`src/rtl/fcmp_pipe.sv`:
```
`default_nettype none
// +----------------------------------------------------------------------------+
// | Module      : fcmp_pipe                                                    |
// | Description : Pipelined floating-point compare/select unit (FEQ, FLT, FLE, |
// |               FMIN, FMAX) with valid/ready backpressure and a caller tag.  |
// |               Optional macro FCMP_NAN_EN adds NaN handling and port nv.    |
// | Revision    : 1.0 - initial release                                        |
// +----------------------------------------------------------------------------+
module fcmp_pipe #(
   parameter int EXP_W = 8,
   parameter int MAN_W = 23,
   parameter int LAT   = 2,
   parameter int TAG_W = 5,
   localparam int W     = 1 + EXP_W + MAN_W,
   localparam int OCC_W = $clog2(LAT + 1)
) (
   input  logic             sys_clk,
   input  logic             rstn,
   input  logic             in_valid,
   output logic             in_ready,
   input  logic [2:0]       op,
   input  logic [W-1:0]     x1,
   input  logic [W-1:0]     x2,
   input  logic [TAG_W-1:0] in_tag,
   output logic             out_valid,
   input  logic             out_ready,
   output logic [W-1:0]     y,
   output logic [TAG_W-1:0] out_tag,
`ifdef FCMP_NAN_EN
   output logic             nv,
`endif
   output logic [OCC_W-1:0] occ
);

   localparam logic [2:0]   c_OP_FEQ   = 3'b000;
   localparam logic [2:0]   c_OP_FLT   = 3'b001;
   localparam logic [2:0]   c_OP_FLE   = 3'b010;
   localparam logic [2:0]   c_OP_FMIN  = 3'b011;
   localparam logic [2:0]   c_OP_FMAX  = 3'b100;
   // 1.0: sign 0, biased exponent 2^(EXP_W-1)-1, mantissa 0
   localparam logic [W-1:0] c_ONE      = {2'b00, {(EXP_W-1){1'b1}}, {MAN_W{1'b0}}};
   localparam logic [W-1:0] c_NEG_ZERO = {1'b1, {(W-1){1'b0}}};
`ifdef FCMP_NAN_EN
   localparam logic [W-1:0] c_CNAN     = {1'b0, {EXP_W{1'b1}}, 1'b1, {(MAN_W-1){1'b0}}};
`endif

   logic             w_lt;
   logic             w_eq;
   logic             w_both_zero;
   logic [W-1:0]     w_res;
   logic             w_nv;
   logic             w_acc;
   logic             w_pop;
   logic [LAT:1]     w_en;
   logic [LAT:1]     r_v;
   logic [W-1:0]     r_y   [1:LAT];
   logic [TAG_W-1:0] r_tag [1:LAT];
   logic [LAT:1]     r_nv;
   logic [OCC_W-1:0] r_occ;
`ifdef FCMP_NAN_EN
   logic             w_nan1;
   logic             w_nan2;
   logic             w_snan1;
   logic             w_snan2;
`endif

   // Sign-magnitude ordering of the two operands; +0 and -0 are equal
   always_comb begin
      w_both_zero = (x1[W-2:0] == '0) && (x2[W-2:0] == '0);
      w_eq        = (x1 == x2) || w_both_zero;
      if (w_both_zero)
         w_lt = 1'b0;
      else if (x1[W-1] != x2[W-1])
         w_lt = x1[W-1];
      else if (x1[W-1])
         w_lt = x1[W-2:0] > x2[W-2:0];
      else
         w_lt = x1[W-2:0] < x2[W-2:0];
   end

`ifdef FCMP_NAN_EN
   // NaN classification: exponent all ones, mantissa non-zero; quiet when mantissa MSB set
   always_comb begin
      w_nan1  = (&x1[W-2:MAN_W]) && (|x1[MAN_W-1:0]);
      w_nan2  = (&x2[W-2:MAN_W]) && (|x2[MAN_W-1:0]);
      w_snan1 = w_nan1 && !x1[MAN_W-1];
      w_snan2 = w_nan2 && !x2[MAN_W-1];
   end
`endif

   // Stage-1 result selection per opcode
   always_comb begin
      w_res = '0;
      w_nv  = 1'b0;
      case (op)
         c_OP_FEQ:  w_res = w_eq ? c_ONE : '0;
         c_OP_FLT:  w_res = w_lt ? c_ONE : '0;
         c_OP_FLE:  w_res = (w_lt || w_eq) ? c_ONE : '0;
         c_OP_FMIN: begin
            if (w_lt)
               w_res = x1;
            else if (w_eq)
               w_res = w_both_zero ? c_NEG_ZERO : x1;
            else
               w_res = x2;
         end
         c_OP_FMAX: begin
            if (w_lt)
               w_res = x2;
            else if (w_eq)
               w_res = w_both_zero ? '0 : x1;
            else
               w_res = x1;
         end
         default:   w_res = '0;
      endcase
`ifdef FCMP_NAN_EN
      // NaN operands override the ordinary ordering
      if (w_nan1 || w_nan2) begin
         if (op == c_OP_FEQ || op == c_OP_FLT || op == c_OP_FLE)
            w_res = '0;
         else if (op == c_OP_FMIN || op == c_OP_FMAX)
            w_res = (w_nan1 && w_nan2) ? c_CNAN : (w_nan1 ? x2 : x1);
      end
      w_nv = ((w_nan1 || w_nan2) && (op == c_OP_FLT || op == c_OP_FLE)) || w_snan1 || w_snan2;
`endif
   end

   // Stage k may load when it or any later stage has a hole, or the consumer takes the head
   generate
      for (genvar k = 1; k <= LAT; k++) begin : g_en
         assign w_en[k] = !(&r_v[LAT:k]) || out_ready;
      end
   endgenerate

   assign in_ready  = w_en[1];
   assign out_valid = r_v[LAT];
   assign w_acc     = in_valid && in_ready;
   assign w_pop     = out_valid && out_ready;

   // Stage valid bits: cleared on reset, shifted forward wherever a stage is enabled
   always_ff @(posedge sys_clk) begin
      if (!rstn) begin
         r_v <= '0;
      end else begin
         if (w_en[1])
            r_v[1] <= in_valid;
         for (int k = 2; k <= LAT; k++)
            if (w_en[k])
               r_v[k] <= r_v[k-1];
      end
   end

   // Stage payload: result evaluated once in stage 1, later stages are pure delay
   always_ff @(posedge sys_clk) begin
      if (w_en[1]) begin
         r_y[1]   <= w_res;
         r_tag[1] <= in_tag;
         r_nv[1]  <= w_nv;
      end
      for (int k = 2; k <= LAT; k++) begin
         if (w_en[k]) begin
            r_y[k]   <= r_y[k-1];
            r_tag[k] <= r_tag[k-1];
            r_nv[k]  <= r_nv[k-1];
         end
      end
   end

   // Occupancy: +1 on acceptance, -1 on output transfer, unchanged when both occur
   always_ff @(posedge sys_clk) begin
      if (!rstn)
         r_occ <= '0;
      else if (w_acc && !w_pop)
         r_occ <= r_occ + OCC_W'(1);
      else if (!w_acc && w_pop)
         r_occ <= r_occ - OCC_W'(1);
   end

   assign occ     = r_occ;
   assign y       = out_valid ? r_y[LAT] : '0;
   assign out_tag = out_valid ? r_tag[LAT] : '0;
`ifdef FCMP_NAN_EN
   assign nv      = out_valid && r_nv[LAT];
`endif

endmodule
`default_nettype wire

```
`config.mk`:
```
export PLATFORM = sky130hd
export DESIGN_NAME = fcmp_pipe
export DESIGN_NICKNAME = d
export VERILOG_FILES = /design/src/rtl/fcmp_pipe.sv
export SDC_FILE = /design/constraint.sdc
export NUM_CORES = 1
export LEC_CHECK = 0
export BUFFER_PORTS_ARGS = -buffer_cell sky130_fd_sc_hd__buf_2
export CAP_MARGIN = 10
export CORE_AREA = 2 2 148 78
export CTS_CLUSTER_SIZE = 25
export DETAILED_ROUTE_END_ITERATION = 8
export DIE_AREA = 0 0 150 80
export GPL_ROUTABILITY_DRIVEN = 1
export PLACE_DENSITY = 0.72
export SLEW_MARGIN = 10
export SYNTH_ARGS = -nofsm -noshare
export SYNTH_HDL_FRONTEND = slang
export SYNTH_SLANG_ARGS = --single-unit
```
`constraint.sdc`:
```
create_clock -name sys_clk -period 3 [get_ports sys_clk]
set_input_delay 0.6 -clock sys_clk [delete_from_list [all_inputs] [get_ports sys_clk]]
set_output_delay 0.6 -clock sys_clk [all_outputs]
set_load 0.02 [all_outputs]
```
==> key figures, run 1 <==
Floorplanning
  – DIE AREA: 12000 um2
  – # IOs: 117
  – Die height: 80 um
  – Die width: 150 um
  – Core area: 10680 um2
  – Starting Density: 39.08%
  – Row cnt: 27

Placed design
  – Post-DP HPWL: 9.778 mm
  – Placement Setup Slack: -0.5239 ns
  – IO buf count: 116
  – RD Place Congestion: 0.8885
  – DP Area: 5678 um2

Clocking
  – # clock sinks: 78
  – Clock-pin slew on the worst setup and hold paths: 0.06 ns
  – Skew-Pair Late Insertion Delay: 0.33 ns
  – Clk buf depth: 2
  – CTS tree: yes
  – CTS buffer count: 9
  – H-tree Lvls: 3
  – Hold_buf cts: 0
  – CTS root buffer: clkbuf_16

Worst setup path
  – Crit path launch type: input pin
  – Critical path arrival: 3.12 ns
  – Maximum fanout along the worst path: 7
  – CP Capture Type: flip-flop
  – Data required time of the worst path: 3.08 ns
  – Worst reg2reg setup slack: 1.07 ns
  – CP Class: input pin to flip-flop

Synth
  – Synthesized cell area: 4172 um2
  – Syn avg cell area: 12.02 um2
  – Post-Syn Nets: 455
  – Post-synthesis cell type count: 49
  – Yosys reg bits: 78
  – Seq/Total Area, Yosys: 55.19%
  – Synth area leaders: edfxtp_1 (53%), ha_1 (9.6%), and2_1 (5.8%), a22o_1 (4.6%), inv_1 (3.2%)
  – Mapped Cells: 347
  – Most used DFF post-synth: edfxtp_1
  – Yosys warnings: 0
  – Post-synth ARST share: 0%
  – EDFF count, synth: 74
  – Yosys top cell by area: edfxtp_1
  – Top-area cell type share of the netlist area: 53.27%

Pwr
  – Leakage: 2.855 nW
  – Pwr Density: 475.2 nW/um2
  – Total power: 2.984 mW
  – Peak VDD IR: 0.0002645 V

Timing
  – Tcrit/Tclk final: 101.3%
  – Setup_tns: -0.2662 ns
  – Number of setup violations in the final report: 15
  – Rel. slew slack: 68.50%
  – Worst Tran Pin Value: 0.4724 ns
  – Slew Limit Fails: 0
  – Min Tclk post-route: 3.038 ns
  – Setup slack after layout: -0.03765 ns
  – RSZ-0062 raised after global routing: true
  – Hold violation total from the final report: 0
  – Final hold slack: 0.4162 ns
  – Maximum clock frequency: 0.3292 GHz
  – Final Skew: 0.006760 ns

Job
  – Max-capacitance violation count: 0

Route
  – DRC: 0
  – DR vias/cell: 5.223
  – Detailed-route via count: 3646
  – DRT Wirelength: 12.38 mm
  – First-pass DRT Iterations: 5
  – Routed Antenna Nets: 0
  – DRT iter0 DRCs: 281
  – DR WL/cell: 17.74 um

Finish
  – Area grow syn2layout: 50.54%
  – Most frequent cells in the layout: buf_2 (102), buf_4 (82), edfxtp_1 (74)
  – Number of diodes: 0
  – Most common cell after layout, fill and taps aside: buf_2
  – Fin area: 6280 um2
  – Share of layout cells above drive strength 1: 48.10%
  – Nets: 656
  – Filler cells: 910

Global routing
  – Largest net degree at the start of global routing: 40
  – Total GRT Usage: 21.86%
  – Grt total ovfl: 0
  – First-pass GRT wire length: 19.11 mm
  – Vias in the first global route: 3529
  – Initial antenna violation count: 0

Min path
  – Worst hold path type: flip-flop to flip-flop

Status
  – Violated checks: negative setup slack
  – Status: complete, but fails checks
through the flow:
stage | instances | util, %
3_3_place_gp | 677 | 53.19
6_report | 698 | 58.83
4_1_cts | 697 | 57.88
3_5_place_dp | 677 | 53.19
2_1_floorplan | 347 | -
5_1_grt | 698 | 58.83
cells in the mapped netlist, drive strengths merged (4+ instances only):
cell / n
edfxtp: 74
and2: 39
inv: 36
ha: 32
a22o: 22
nor4: 17
a21oi: 14
nand2: 14
nand4: 11
nor2: 11
o21ai: 9
a221o: 7
clkbuf: 6
a211oi: 5
buf: 4
dfxtp: 4
critical path, cell delays in order:
cell     delay, ns
buf_4         0.11
inv_2         0.04
ha_4          0.26
nand4_1       0.18
nor4_4        0.41
o31ai_4       0.14
a21oi_4       0.21
o21ai_2       0.08
o21a_1        0.13
a221o_2       0.47
buf_6         0.16
a221o_1       0.31
report_power, final:
group	internal (mW)	leakage (nW)	switching, mW
clock	0.650	0.143	0.427
sequential	1.32	0.886	0.0284
combinational	0.275	1.83	0.285
total	2.24	2.86	0.741
layout make-up:
class / instances / area (um2) / area share [%]
clock buffer: 10 / 229.0 / 3.646
multi-input combinational: 223 / 2012 / 32.04
clock inverter: 6 / 68.82 / 1.096
tap: 145 / 181.4 / 2.889
sequential: 78 / 2302 / 36.66
inverter: 36 / 147.6 / 2.351
timing repair buffer: 200 / 1339 / 21.32
sequential cells by signal, indices dropped and copies added (netlist names):
signal / flops
r_tag: 10
r_y: 64
r_v: 2
occ: 2
kinds of logic after synthesis:
kind of cell | share of synthesized area [%]
fa+ha+maj | 9.598
buf+inv | 4.409
simple gates | 15.54
xor+xnor | 0.4200
flops | 55.19
compound gates | 14.85
layer usage:
metal	vias to the layer above	part of all wire, %	track usage [%]
li1	1731	-	-
met1	1750	50	33.79
met2	150	40	30.78
met3	15	8.2	4.286
met4	0	1.3	5.943
met5	-	0	0
final timing paths:
path	start	to	cells past startpoint
hold / removal	r_y[1][25]	r_y[2][25]	0
setup / recovery	x2[22]	r_y[1][23]	12
setup reg to reg	r_v[2]	occ[1]	6
hold reg to reg	r_y[1][25]	r_y[2][25]	0
timing repair:
action | CTS | global route
endpoints found under the setup margin | 30 | 31
setup buffers | 4 | 2
endpoints found under the hold margin | 0 | 0
resized for setup | 37 | 19
pin swaps | 17 | 10
(Power assumes the default switching activity.)
==> run 2: changes to the inputs <==
Settings changed: BUFFER_PORTS_ARGS -buffer_cell sky130_fd_sc_hd__buf_2 to unset, DONT_BUFFER_PORTS set to 1, PLACE_DENSITY 0.72 to 0.62.
==> run 2 against run 1 <==
The flow now finishes without violations. Worst hold slack worse by 0.052 ns. Via count shrank 18%. Count of clock-buffer cells in the layout did not move. Sequential share of layout area is 8.9 points higher. Setup slack better by 0.15 ns. Maximum frequency rose by 5.3%. Critical path depth is 1 lower. Routed wire length is 6.5% lower. Power fell by 7.4%. Combinational power decreased by 38%. Global-route usage is 2.1 points lower. Clock skew decreased by 0.0010 ns.
==> key figures, run 2 (synthesized netlist as in run 1, its figures left out) <==
Status
  – Status: complete, no violations

Worst setup path
  – Crit path launch type: input pin
  – Maximum fanout along the worst path: 16 (+9)
  – Worst reg2reg setup slack: 1.19 ns (+0.12 ns)
  – Worst R2R Start: r_v[2]
  – CP Capture Type: flip-flop
  – Reg-to-reg endpoint: occ[1]
  – Data required time of the worst path: 3.08 ns (about the same)
  – FF-to-FF path depth: 6 (unchanged)
  – Critical path arrival: 2.96 ns (-0.16 ns)
  – CP Class: input pin to flip-flop

Pwr
  – Pwr Density: 546.9 nW/um2 (+15%)
  – Leakage: 2.059 nW (-28%)
  – Total power: 2.764 mW (-7.4%)
  – Peak VDD IR: 0.0002488 V (-6.0%)

Global routing
  – Grt total ovfl: 0 (unchanged)
  – First-pass GRT wire length: 17.16 mm (-10%)
  – Total GRT Usage: 19.76% (-2.1 points)
  – Initial antenna violation count: 0 (unchanged)
  – Largest net degree at the start of global routing: 40 (unchanged)
  – Vias in the first global route: 2933 (-17%)

Clocking
  – Clk buf depth: 2 (unchanged)
  – Skew-Pair Late Insertion Delay: 0.33 ns (about the same)
  – H-tree Lvls: 3 (unchanged)
  – Clock-pin slew on the worst setup and hold paths: 0.06 ns (about the same)
  – # clock sinks: 78 (unchanged)
  – CTS tree: yes
  – CTS root buffer: clkbuf_16
  – CTS buffer count: 9 (unchanged)

Timing
  – Min Tclk post-route: 2.885 ns (-0.1530 ns)
  – Slew Limit Fails: 0 (unchanged)
  – Tcrit/Tclk final: 96.16% (-5.1 points)
  – Number of setup violations in the final report: 0 (-15)
  – Rel. slew slack: 58.79% (-9.7 points)
  – Maximum clock frequency: 0.3467 GHz (+5.3%)
  – Final Skew: 0.005715 ns (-0.001045 ns)
  – Worst Tran Pin Value: 0.6167 ns (+0.1443 ns)
  – Setup_tns: 0 ns (+0.2662 ns)
  – Hold violation total from the final report: 0 (unchanged)
  – RSZ-0062 raised after global routing: false

Route
  – First-pass DRT Iterations: 4 (-1)
  – DRC: 0 (unchanged)
  – DRT Wirelength: 11.57 mm (-6.5%)
  – DRT iter0 DRCs: 217 (-23%)
  – Detailed-route via count: 2991 (-18%)
  – DR WL/cell: 22.04 um (+24%)
  – DR vias/cell: 5.697 (+9.1%)
  – Routed Antenna Nets: 0 (unchanged)

Job
  – Max-capacitance violation count: 0 (unchanged)

Finish
  – Fin area: 5055 um2 (-20%)
  – Most common cell after layout, fill and taps aside: edfxtp_1
  – Largest Register: r_y
  – Share of layout cells above drive strength 1: 20.26% (-28 points)
  – Regs by FF count: r_y: 64 flops, r_tag: 10 flops
  – Reg area: 2302 um2 (unchanged)
  – Most frequent cells in the layout: edfxtp_1 (74), and2_1 (39), inv_1 (30)
  – Area of the multi-input gates: 1887 um2 (-6.2%)
  – Number of diodes: 0 (unchanged)
  – Area grow syn2layout: 21.18%
  – Final Core Density: 47.35% (-11 points)
  – Max reg flops: 64 (unchanged)
  – Filler cells: 982 (+7.9%)
  – Nets: 483 (-26%)

Placed design
  – IO buf count: 0 (-100%)
  – DP Area: 4725 um2 (-17%)
  – Post-DP HPWL: 9.051 mm (-7.4%)
  – RD Place Congestion: 0.8666 (-2.5%)

Floorplanning
  – Row cnt: 27 (unchanged)
  – Die width: 150 um (unchanged)
  – Starting Density: 39.08% (unchanged)
  – Die height: 80 um (unchanged)
  – DIE AREA: 12000 um2 (unchanged)
  – # IOs: 117 (unchanged)
  – Core area: 10680 um2 (unchanged)

Min path
  – Worst hold path type: input pin to flip-flop
  – Hold wc startpoint: in_tag[3]
  – Hold path depth: 0 (unchanged)
  – Worst Hold End: r_tag[1][3]
-- run 2: where the power goes --
group          internal, mW  switching, mW  total (mW)
Combinational         0.161          0.187       0.347
Clock                 0.644          0.416        1.06
Sequential             1.32         0.0374        1.36
Total                  2.12          0.640        2.76
-- run 2: layout make-up --
class                   count  area share (%)
multi-input cells         223           37.33
repair buffers             27           5.000
inverters                  36           2.772
clock inverters             6           1.238
flip-flops and latches     78           45.54
well taps                 145           3.589
clock buffers              10           4.530
-- run 2: stage by stage --
step	worst slack, ns	hold slack (ns)	cells
final	0.1153	0.3639	525
after global routing	0.01192	0.3392	525
after CTS	0.1341	0.3480	524
after detailed placement	-0.2014	0.4045	508
after global placement	-0.2617	0.4004	508
after floorplan	0.0006817	0.4003	347
-- run 2: what timing repair did --
| item | CTS | global route |
|---|---|---|
| hold endpoints to repair | 0 | 0 |
| setup endpoints to repair | 0 | 24 |
| hold buffers | 0 | 0 |
| buffers inserted | 0 | 1 |
| resized for setup | 0 | 6 |
-- run 2: how the worst max path moves through the flow --
stage / startpoint / to / slack, ns
final: x2[22] / r_y[1][25] / 0.12
after CTS: x2[24] / r_y[1][25] / 0.13
after global routing: x2[18] / r_y[1][25] / 0.01
after detailed placement: x2[24] / r_y[1][25] / -0.20
after global placement: x2[24] / r_y[1][0] / -0.26
after floorplan: x2[24] / r_y[1][25] / 0.0007
-- run 2: critical path, cell delays in order --
cell      delay, ns
inv_1          0.04
ha_4           0.27
nand4_1        0.22
nor4_4         0.35
o31ai_2        0.14
a21oi_4        0.20
or2_2          0.16
o21ai_0        0.10
a221o_1        0.33
buf_12         0.17
a2111o_1       0.36
-- run 2: per-layer routing --
| metal | routed length [um] | vias to the layer above | share of wire (%) | global-route usage, % |
|---|---|---|---|---|
| met4 | 167 | 0 | 1.4 | 5.849 |
| met1 | 5343 | 1463 | 46 | 28.14 |
| met5 | 0 | - | 0 | 0 |
| met3 | 1361 | 14 | 12 | 8.171 |
| li1 | - | 1381 | - | - |
| met2 | 4700 | 133 | 41 | 27.12 |
==> run 3: changes to the inputs <==
Settings changed: ABC_AREA set to 1, CORE_AREA 2 2 148 78 to 2 2 151 79, DIE_AREA 0 0 150 80 to 0 0 153 81, PLACE_DENSITY 0.62 to 0.74.
Clock period 3 ns to 2.65 ns, I/O delays scaled along.
==> run 3 against run 2 <==
First-iteration DRC count grew to 3.2 times the previous value. Critical path depth grew 5. Synthesized cell count grew 110%. Global-route usage grew 7.1 points. Routed wire length grew 42%. Non-clock buffer count grew 3. Via count grew 65%. Count of clock-buffer cells in the layout shrank 1. Sequential power grew 12%. Combinational power grew 71%. Cell count grew 70%. Highest routed layer unchanged. Clock skew grew 0.0019 ns.
==> key figures, run 3 <==
Worst setup path
  – Crit. path cell count: 16 (+5)
  – CP Capture Type: flip-flop
  – Slowest stage delay, CP: 0.29 ns (-0.07 ns)
  – Data required time of the worst path: 2.73 ns (-0.35 ns)
  – CP Cell Sequence: inv_1, ha_1, nand2_1, nor2_2, nand2_1, nor2_1, nor2_1, nand2_1, nand2_1, nand2_2, a21oi_4, buf_4, nand3_1, nand2_1, inv_1, nand3_1
  – Buffers and inverters on the worst path: 3 (+1)
  – Maximum fanout along the worst path: 24 (+8)
  – Critical path launch point: x2[14]
  – Top delay family on crit path: simple AND/OR/NAND/NOR gates
  – Worst Setup EP: r_y[1][27]
  – CP Class: input pin to flip-flop
  – Critical path arrival: 2.48 ns (-0.48 ns)
  – Reg-to-reg endpoint: occ[1]
  – Crit path launch type: input pin
  – Slowest CP cell: ha_1
  – FF-to-FF path depth: 8 (+2)
  – Worst reg2reg setup slack: 0.72 ns (-0.47 ns)
  – Worst R2R Start: r_v[2]
  – Cell repeated most along the worst path: nand2_1

Synth
  – Mapped Cells: 730 (+110%)
  – Main combinational cell family by area after synthesis: simple AND/OR/NAND/NOR gates
  – Synth cell count leaders: nand2_1 (213), nand3_1 (137), inv_1 (95)
  – Syn avg cell area: 7.442 um2 (-38%)
  – Most used DFF post-synth: edfxtp_1
  – Post-Synth Adder-Cell Area: 7.370% (-2.2 points)
  – Yosys top cell by area: edfxtp_1
  – Simple-Gate Fraction of Synth Area: 32.80% (+17 points)
  – Mux share of post-synthesis cell area: 0% (unchanged)
  – Top-area cell type share of the netlist area: 40.90% (-12 points)
  – Yosys reg bits: 78 (unchanged)
  – Most frequent cell after synthesis: nand2_1
  – Post-synthesis cell type count: 30 (-39%)
  – Synth area leaders: edfxtp_1 (41%), nand2_1 (15%), nand3_1 (13%), ha_1 (7.4%), inv_1 (6.6%)
  – Post-Synth XOR/XNOR Area: 0.3224% (-0.097 points)
  – Synthesized cell area: 5433 um2 (+30%)
  – Post-synth ARST share: 0% (unchanged)
  – Seq/Total Area, Yosys: 42.38% (-13 points)
  – Post-Syn Nets: 838 (+84%)
  – EDFF count, synth: 74 (unchanged)
  – Post-synthesis compound-gate area fraction: 5.044% (-9.8 points)
  – Yosys warnings: 0 (unchanged)

Min path
  – Worst hold path type: input pin to flip-flop
  – Hold wc startpoint: in_tag[1]

Route
  – DRC: 0 (unchanged)
  – First-pass DRT Iterations: 5 (+1)
  – DR vias/cell: 5.545 (-2.7%)
  – DR WL/cell: 18.51 um (-16%)
  – Routed Antenna Nets: 0 (unchanged)
  – Detailed-route via count: 4941 (+65%)
  – DRT Wirelength: 16.49 mm (+42%)
  – DRT iter0 DRCs: 692 (+220%)

Floorplanning
  – Die width: 153 um (+2.0%)
  – Row cnt: 28 (+3.7%)
  – # IOs: 117 (unchanged)
  – DIE AREA: 12390 um2 (+3.3%)
  – Core area: 11320 um2 (+6.0%)
  – Starting Density: 48.01% (+8.9 points)
  – Die height: 81 um (+1.3%)

Finish
  – Max reg flops: 64 (unchanged)
  – Area grow syn2layout: 10.87%
  – Reg area: 2302 um2 (unchanged)
  – Largest Register: r_y
  – Number of diodes: 0 (unchanged)
  – Fin area: 6023 um2 (+19%)
  – Filler cells: 1096 (+12%)
  – Most frequent cells in the layout: nand2_1 (211), nand3_1 (137), inv_1 (94)
  – Regs by FF count: r_y: 64 flops, r_tag: 10 flops
  – Final Core Density: 53.23% (+5.9 points)
  – Area of the multi-input gates: 2481 um2 (+31%)
  – Nets: 844 (+75%)
  – Share of layout cells above drive strength 1: 11.61% (-8.7 points)
  – Most common cell after layout, fill and taps aside: nand2_1

Clocking
  – Clk buf depth: 2 (unchanged)
  – Post-CTS Setup Inserts: 0 (unchanged)
  – # clock sinks: 78 (unchanged)
  – Clock-pin slew on the worst setup and hold paths: 0.06 ns (about the same)
  – CTS buffer count: 9 (unchanged)
  – CTS tree: yes
  – H-tree Lvls: 3 (unchanged)
  – Skew-Pair Late Insertion Delay: 0.34 ns (about the same)
  – CTS root buffer: clkbuf_16
  – Post-CTS Resized: 0 (unchanged)
  – Hold_buf cts: 0 (unchanged)

Status
  – Status: complete, no violations

Placed design
  – DP Area: 5741 um2 (+22%)
  – RD Place Congestion: 1.078 (+24%)
  – IO buf count: 0 (unchanged)
  – Post-DP HPWL: 12.82 mm (+42%)

Timing
  – Hold violation total from the final report: 0 (unchanged)
  – Slew Limit Fails: 0 (unchanged)
  – RSZ-0062 raised after global routing: false
  – Rel. slew slack: 50.09% (-8.7 points)
  – Worst Tran Pin Value: 0.7409 ns (+0.1241 ns)
  – Maximum clock frequency: 0.4164 GHz
  – Min Tclk post-route: 2.402 ns
  – Final Skew: 0.007661 ns (+0.001946 ns)
  – Number of setup violations in the final report: 0 (unchanged)
  – Tcrit/Tclk final: 90.62%

Global routing
  – Total GRT Usage: 26.85% (+7.1 points)
  – Vias in the first global route: 4288 (+46%)
  – Initial antenna violation count: 0 (unchanged)
  – First-pass GRT wire length: 24.74 mm (+44%)
  – Grt total ovfl: 0 (unchanged)
  – Largest net degree at the start of global routing: 40 (unchanged)

Pwr
  – Total power: 3.293 mW (+19%)
  – Peak VDD IR: 0.0003000 V (+21%)
  – Leakage: 3.043 nW (+48%)
  – Pwr Density: 546.7 nW/um2 (about the same)

Job
  – Max-capacitance violation count: 0 (unchanged)
[run 3: cell types whose count changed after synthesis, sizes merged, moves of 5 or more]
cell    before  now
nand2       14  217
clkbuf       6   14
nand3        2  137
a211oi       5    0
nor4        17    0
nand4       11   16
a22o        22    0
and2        39    1
a221o        7    0
inv         36  123
nor2        11   31
o21ai        9   34
buf          4   21
[run 3: kinds of logic (layout without fill, tap and decap cells)]
group / count (synthesis) / in the layout
xor gates and xnor gates: 2 / 2
DFF: 78 / 78
buffers and inverters: 159 / 170
adders and majority gates: 32 / 32
AOI/OAI and AO/OA: 51 / 51
and+or+nand+nor: 408 / 408
[run 3: worst min path at each step]
stage          depth (start not counted)  slack (ns)          end
5_1_grt                                0        0.27  r_tag[1][3]
4_1_cts                                0        0.27  r_tag[1][1]
3_5_place_dp                           0        0.40  r_tag[2][4]
6_report                               0        0.28  r_tag[1][1]
2_1_floorplan                          0        0.40  r_tag[2][0]
3_3_place_gp                           0        0.40  r_tag[2][1]
[run 3: per-layer routing]
metal	part of all wire [%]	track usage, %
met1	47	40.95
met2	35	32.33
met3	16	13.13
met4	1.6	6.667
met5	0	0
[run 3: final cells by class]
class | instances | area share [%]
clock buffer | 9 | 3.739
clock inverter | 7 | 0.9555
inverter | 124 | 7.790
multi-input combinational | 493 | 41.19
sequential | 78 | 38.22
tap | 150 | 3.116
timing repair buffer | 30 | 4.985
[run 3: report_power, final]
group	internal (mW)	switching, mW
clock	0.647	0.522
sequential	1.49	0.0429
combinational	0.200	0.396
total	2.33	0.960
[run 3: stage by stage]
step / hold slack, ns / setup TNS (ns) / setup WS [ns] / cells
floorplan: 0.4003 / 0 / 0.2038 / 730
global placement: 0.4007 / -0.05327 / -0.01713 / 875
detailed placement: 0.4045 / -0.2115 / -0.05040 / 875
CTS: 0.2663 / 0 / 0.3113 / 891
global route: 0.2652 / 0 / 0.08573 / 891
finish: 0.2793 / 0 / 0.2485 / 891
